## config.mk

```make
export PLATFORM = sky130hd
export DESIGN_NAME = fht_but_pipe
export DESIGN_NICKNAME = d
export VERILOG_FILES = /design/src/rtl/fht_but_pipe_pkg.sv /design/src/rtl/fht_round_sat.sv /design/src/rtl/fht_but_pipe.sv
export SDC_FILE = /design/constraint.sdc
export NUM_CORES = 2
export LEC_CHECK = 0
export BUFFER_PORTS_ARGS = -buffer_cell sky130_fd_sc_hd__clkbuf_2
export CORE_MARGIN = 10
export CORE_UTILIZATION = 61
export DETAILED_ROUTE_END_ITERATION = 8
export HOLD_SLACK_MARGIN = 0.05
export PLACE_DENSITY = 0.76
export SLEW_MARGIN = 20
export SYNTH_ARGS = -nofsm -noshare
export SYNTH_HDL_FRONTEND = slang
export SYNTH_SLANG_ARGS = --single-unit
```

## constraint.sdc

```tcl
create_clock -name iCLK -period 9.09 [get_ports iCLK]
set_input_delay 0.4545 -clock iCLK [delete_from_list [all_inputs] [get_ports iCLK]]
set_output_delay 0.4545 -clock iCLK [all_outputs]
set_load 0.05 [all_outputs]
```

## src/rtl/fht_but_pipe_pkg.sv

```systemverilog
// Shared constants for the FHT butterfly lane.
package fht_but_pipe_pkg;

   localparam int unsigned ADC_WIDTH  = 14;
   localparam int unsigned D_BIT_DEF  = 17;
   localparam int unsigned W_BIT_DEF  = 12;
   localparam int unsigned W_FRAC_DEF = 10;

   // Mixer test build: arithmetic bypassed, Y0 = X0, Y1 = X1, latency kept.
   localparam bit TEST_MIXER = 1'b0;

   // Coefficient code representing 1.0 for a given number of fractional bits.
   function automatic int unsigned coef_one(input int unsigned frac);
      return 32'(1) << frac;
   endfunction

   localparam int unsigned COEF_ONE = coef_one(W_FRAC_DEF);

endpackage

```

## src/rtl/fht_round_sat.sv

```systemverilog
// Fixed-point to integer conversion: shift right, round half away from zero, saturate.
module fht_round_sat
   import fht_but_pipe_pkg::*;
#(
   parameter int unsigned IN_W  = 31,
   parameter int unsigned OUT_W = 17,
   parameter int unsigned FRAC  = 10
) (
   input  logic signed [IN_W-1:0]  i_val,
   input  logic                    i_shift,
   output logic signed [OUT_W-1:0] o_y_c,
   output logic                    o_ovf_c
);

   localparam int unsigned XW = IN_W + 1;
   localparam logic signed [XW-1:0] MAX_V = (XW'(1) <<< (OUT_W - 1)) - XW'(1);
   localparam logic signed [XW-1:0] MIN_V = -(XW'(1) <<< (OUT_W - 1));

   logic signed [XW-1:0] w_ext;
   logic signed [XW-1:0] w_bias;
   logic signed [XW-1:0] w_q;

   // Negative values take a bias one LSB short of half so that floor-shifting rounds ties away from zero.
   always_comb begin
      w_ext  = XW'(i_val);
      w_bias = i_shift ? (XW'(1) <<< FRAC) : (XW'(1) <<< (FRAC - 1));
      if (i_val[IN_W-1]) begin
         w_bias = w_bias - XW'(1);
      end
      w_q     = i_shift ? ((w_ext + w_bias) >>> (FRAC + 1)) : ((w_ext + w_bias) >>> FRAC);
      o_ovf_c = (w_q > MAX_V) || (w_q < MIN_V);
      o_y_c   = w_q[OUT_W-1:0];
      if (w_q > MAX_V) begin
         o_y_c = MAX_V[OUT_W-1:0];
      end else if (w_q < MIN_V) begin
         o_y_c = MIN_V[OUT_W-1:0];
      end
   end

endmodule

```

## src/rtl/fht_but_pipe.sv

```systemverilog
// Three-stage pipelined radix-2 Hartley butterfly with stall, bypass, scaling and saturation.
module fht_but_pipe
   import fht_but_pipe_pkg::*;
#(
   parameter int unsigned D_BIT  = D_BIT_DEF,
   parameter int unsigned W_BIT  = W_BIT_DEF,
   parameter int unsigned W_FRAC = W_FRAC_DEF
) (
   input  logic                    iCLK,
   input  logic                    iRESET,
   input  logic                    iEN,
   input  logic                    iVALID,
   input  logic                    iBYPASS,
   input  logic                    iSHIFT,
   input  logic signed [D_BIT-1:0] iX_0,
   input  logic signed [D_BIT-1:0] iX_1,
   input  logic signed [D_BIT-1:0] iX_2,
   input  logic signed [W_BIT-1:0] iSIN,
   input  logic signed [W_BIT-1:0] iCOS,
   input  logic                    iOVF_CLR,
   output logic signed [D_BIT-1:0] oY_0,
   output logic signed [D_BIT-1:0] oY_1,
   output logic                    oVALID,
   output logic                    oOVF
);

   localparam int unsigned PW = D_BIT + W_BIT;
   localparam int unsigned MW = PW + 1;
   localparam int unsigned SW = MW + 1;

   logic                    w_bypass;
   logic signed [PW-1:0]    w_p1;
   logic signed [PW-1:0]    w_p2;
   logic signed [SW-1:0]    w_s;
   logic signed [SW-1:0]    w_d;
   logic                    w_shift;
   logic signed [D_BIT-1:0] w_y0;
   logic signed [D_BIT-1:0] w_y1;
   logic                    w_ovf0;
   logic                    w_ovf1;

   logic signed [PW-1:0]    r_p1;
   logic signed [PW-1:0]    r_p2;
   logic signed [D_BIT-1:0] r_x0;
   logic                    r_v1;
   logic                    r_sh1;
   logic signed [MW-1:0]    r_m;
   logic signed [MW-1:0]    r_e;
   logic                    r_v2;
   logic                    r_sh2;
   logic signed [D_BIT-1:0] r_y0;
   logic signed [D_BIT-1:0] r_y1;
   logic                    r_v3;
   logic                    r_ovf;

   assign w_bypass = iBYPASS | TEST_MIXER;

   // Stage-1 product terms; bypass substitutes X1 scaled by exactly 1.0.
   always_comb begin
      w_p1 = PW'(iX_1) * PW'(iCOS);
      w_p2 = PW'(iX_2) * PW'(iSIN);
      if (w_bypass) begin
         w_p1 = PW'(iX_1) <<< W_FRAC;
         w_p2 = '0;
      end
   end

   // S1: products, with X0 / valid / shift delayed alongside.
   always_ff @(posedge iCLK or negedge iRESET) begin
      if (!iRESET) begin
         r_p1  <= '0;
         r_p2  <= '0;
         r_x0  <= '0;
         r_v1  <= 1'b0;
         r_sh1 <= 1'b0;
      end else if (iEN) begin
         r_p1  <= w_p1;
         r_p2  <= w_p2;
         r_x0  <= iX_0;
         r_v1  <= iVALID;
         r_sh1 <= iSHIFT;
      end
   end

   // S2: combined product and X0 aligned to the coefficient binary point.
   always_ff @(posedge iCLK or negedge iRESET) begin
      if (!iRESET) begin
         r_m   <= '0;
         r_e   <= '0;
         r_v2  <= 1'b0;
         r_sh2 <= 1'b0;
      end else if (iEN) begin
         r_m   <= MW'(r_p1) + MW'(r_p2);
         r_e   <= MW'(r_x0) <<< W_FRAC;
         r_v2  <= r_v1;
         r_sh2 <= r_sh1;
      end
   end

   // S3 sum / difference at full width; the mixer build passes the operands through.
   always_comb begin
      w_s     = TEST_MIXER ? SW'(r_e) : SW'(r_e) + SW'(r_m);
      w_d     = TEST_MIXER ? SW'(r_m) : SW'(r_e) - SW'(r_m);
      w_shift = r_sh2 & ~TEST_MIXER;
   end

   fht_round_sat #(.IN_W(SW), .OUT_W(D_BIT), .FRAC(W_FRAC)) u_rs_sum (
      .i_val   (w_s),
      .i_shift (w_shift),
      .o_y_c   (w_y0),
      .o_ovf_c (w_ovf0)
   );

   fht_round_sat #(.IN_W(SW), .OUT_W(D_BIT), .FRAC(W_FRAC)) u_rs_dif (
      .i_val   (w_d),
      .i_shift (w_shift),
      .o_y_c   (w_y1),
      .o_ovf_c (w_ovf1)
   );

   // S3: rounded, saturated results and output valid.
   always_ff @(posedge iCLK or negedge iRESET) begin
      if (!iRESET) begin
         r_y0 <= '0;
         r_y1 <= '0;
         r_v3 <= 1'b0;
      end else if (iEN) begin
         r_y0 <= w_y0;
         r_y1 <= w_y1;
         r_v3 <= r_v2;
      end
   end

   // Sticky overflow: a new valid saturation beats a simultaneous clear; clear works while stalled.
   always_ff @(posedge iCLK or negedge iRESET) begin
      if (!iRESET) begin
         r_ovf <= 1'b0;
      end else if (iEN && r_v2 && (w_ovf0 || w_ovf1)) begin
         r_ovf <= 1'b1;
      end else if (iOVF_CLR) begin
         r_ovf <= 1'b0;
      end
   end

   assign oY_0   = r_y0;
   assign oY_1   = r_y1;
   assign oVALID = r_v3;
   assign oOVF   = r_ovf;

endmodule

```

==> results.toml <==
[cts]
clkTransAtPathRegs_ns = 0.07
cts-buffers-inserted = 17
clockBufferDepth = 2
cts-root-buf = "clkbuf_16"
cts_tree = "yes"
cts_setup_buffers = 0
clk_latency_ns = 0.46
cts-resized-gates = 0
ctsHoldBuffers = 0
cts.htree.levels = 4
cts_num_sinks = 162

[detailed_routing]
wire_per_inst_microns = 19.0
dr.pass1.iters = 5
wl_met1_microns = 26600
top_layer = "met4"
drc = 0
via_count = 20978
viasPerCell = 5.89
wl_met2_microns = 35100
dr_wl_met3_microns = 2920
route.final.wire_length_microns = 67600
antenna_left = 0
drt_iter0_drc = 1514

[die]
die_w_microns = 228
core_area_sq_mm = 0.0430
die_h_microns = 228
initial_core_util_pct = 61.6
rows = 76
ioPinCount = 118
dieArea_sq_mm = 0.0521

[worst_hold_path]
hp-class = "in2async"

[global_routing]
grt_antenna_before_repair = 0
overflow = 0
grt_pass1_wl_microns = 113000
grt_pass1_vias = 22305
grt.total_usage_pct = 26.5
grt_max_degree = 111

[worst_setup_path]
crit_path_start_kind = "flip-flop"
crit_buf_inv = 1
r2r-start = "r_m[10]"
slowest_stage = "o41ai_4"
critPathRequiredTime_ns = 9.36
critPathMaxFanout = 17
crit_top_cell = "a21oi_1"
worst-setup-path-type = "reg2reg"
crit_path_start = "r_m[10]"
ff2ff_setup_slack_ns = 2.34
end_kind = "flip-flop"
crit_family = "compound AO/OA/AOI/OAI gates"
crit_chain = "ha_1 -> fa_1 -> nor2b_1 -> o211ai_1 -> a2111oi_2 -> o311ai_2 -> nand2_1 -> and4_1 -> o21ai_0 -> buf_4 -> ha_1 -> a21o_1 -> a21o_1 -> a21oi_1 -> o211ai_1 -> a21oi_1 -> o41ai_4 -> and4_1 -> a21oi_2 -> a21oi_1 -> o41ai_4 -> a41oi_1"
cpPeakStageDelay_ns = 0.94
crit_arrival_ns = 7.02

[timing]
finalSetupViolCount = 0
post-route-period-util_pct = 74.2
hold_viol_final = 0
min_period_ns = 6.75
whs_ns = 0.0878
rsz0062_at_grt = "no"
worst_pin_slew_ns = 1.04
fmax_ghz = 0.148
slew_headroom_pct = 30.3
slew_violations = 0
tns_ns = 0
skew_ns = 0.0108

[cells_and_area]
layout_commonest_cell = "inv_1"
fill_cells = 3673
final_cell_mix = "inv_1, fa_1, nand2_1"
syn_to_final_growth_pct = 5.54
n_antenna_cell = 0
multiInputGateArea_sq_mm = 0.0201
final_nets = 3629
drive_above_1_share_pct = 8.97
register_area_sq_mm = 0.00405

[synthesis]
syn-cell-area_sq_mm = 0.0265
synthArstFlopShare_pct = 100
syn_nets = 3621
yosysWarnings = 0
syn_area_per_cell_sq_um = 8.96
synthFlopType = "dfrtp_1"
synth_edf_count = 0
yosysUniqueCellTypes = 96
syn_inst = 2954
synth-seq-area-share_pct = 15.3
synth.ff_latch_count = 162

[place]
io_buffer_count = 117
routabilityCongestion = 0.980
dp_hpwl_microns = 54500

[status]
status = "finished clean"

[run]
cap_violations = 0
through the flow:
| step | util (%) | instance area, sq um | setup WS, ns | std cells |
|---|---|---|---|---|
| 6_report | 65.0 | 27900 | 2.34 | 3560 |
| 5_1_grt | 65.0 | 27900 | 1.83 | 3560 |
| 4_1_cts | 65.0 | 27900 | 2.37 | 3560 |
| 3_5_place_dp | 63.5 | 27300 | 2.38 | 3528 |
| 3_3_place_gp | 63.5 | 27300 | 2.69 | 3528 |
| 2_1_floorplan | - | 26500 | 3.01 | 2954 |
state kept, by name (all words and copies together) (netlist names), 17 cells and up:
signal and flops:
r_x0 17, oY_0 17, r_e 17, r_p1 29, r_m 30, oY_1 17, r_p2 29
worst paths after layout:
path	end	cells after the start
max in group asynchronous	r_p2[27]	2
hold reg to reg	oY_1[16]	1
setup reg to reg	oOVF	22
setup / recovery	oOVF	22
hold / removal	oY_1[10]	1
min in group iCLK	r_x0[10]	2
area by class of cell:
class | instances | area share, %
clock buffer | 17 | 1.52
clock inverter | 15 | 0.690
inverter | 477 | 6.41
multi-input combinational | 2179 | 71.9
sequential | 162 | 14.5
tap | 585 | 2.62
timing repair buffer | 125 | 2.36
layer usage:
metal | vias up | global-route usage, %
met2 | 626 | 47.1
met4 | 0 | 12.0
li1 | 9673 | -
met1 | 10504 | 31.5
met3 | 175 | 3.14
met5 | - | 0
cell usage after synthesis, drive strengths merged (35+ instances only):
library cell / number / area [sq um]
a21o: 42 / 315
a21oi: 110 / 554
a31oi: 41 / 272
and2: 128 / 801
clkbuf: 123 / 462
dfrtp: 162 / 4050
fa: 378 / 7570
ha: 207 / 2590
inv: 477 / 1790
mux2: 50 / 563
nand2: 348 / 1310
nand2b: 52 / 325
nand3: 50 / 250
nor2: 122 / 458
nor3: 52 / 277
o211ai: 35 / 273
o21ai: 77 / 385
xnor2: 88 / 778
xor2: 47 / 412
logic make-up (layout without fill, tap and decap cells):
logic type	after synthesis	count (layout)	synth area share, %
adder cells (fa/ha/maj)	585	585	38.4
XOR/XNOR	135	135	4.49
flip-flops	162	162	15.3
AO/OA/AOI/OAI	480	480	13.0
buffers and inverters	613	634	8.87
multiplexers	64	64	2.66
AND/OR/NAND/NOR	915	915	17.3
worst reg2reg max path: stages, from the launching register on:
cell and delay [ns]:
dfrtp_1 0.39, ha_1 0.23, fa_1 0.41, nor2b_1 0.16, o211ai_1 0.38, a2111oi_2 0.18
o311ai_2 0.44, nand2_1 0.17, and4_1 0.24, o21ai_0 0.50, buf_4 0.27, ha_1 0.26
a21o_1 0.17, a21o_1 0.19, a21oi_1 0.20, o211ai_1 0.11, a21oi_1 0.29, o41ai_4 0.20
and4_1 0.26, a21oi_2 0.25, a21oi_1 0.11, o41ai_4 0.94, a41oi_1 0.24
Power is not shown: default switching activity piles up to over one toggle a cycle in this logic, so the estimate is an artifact.
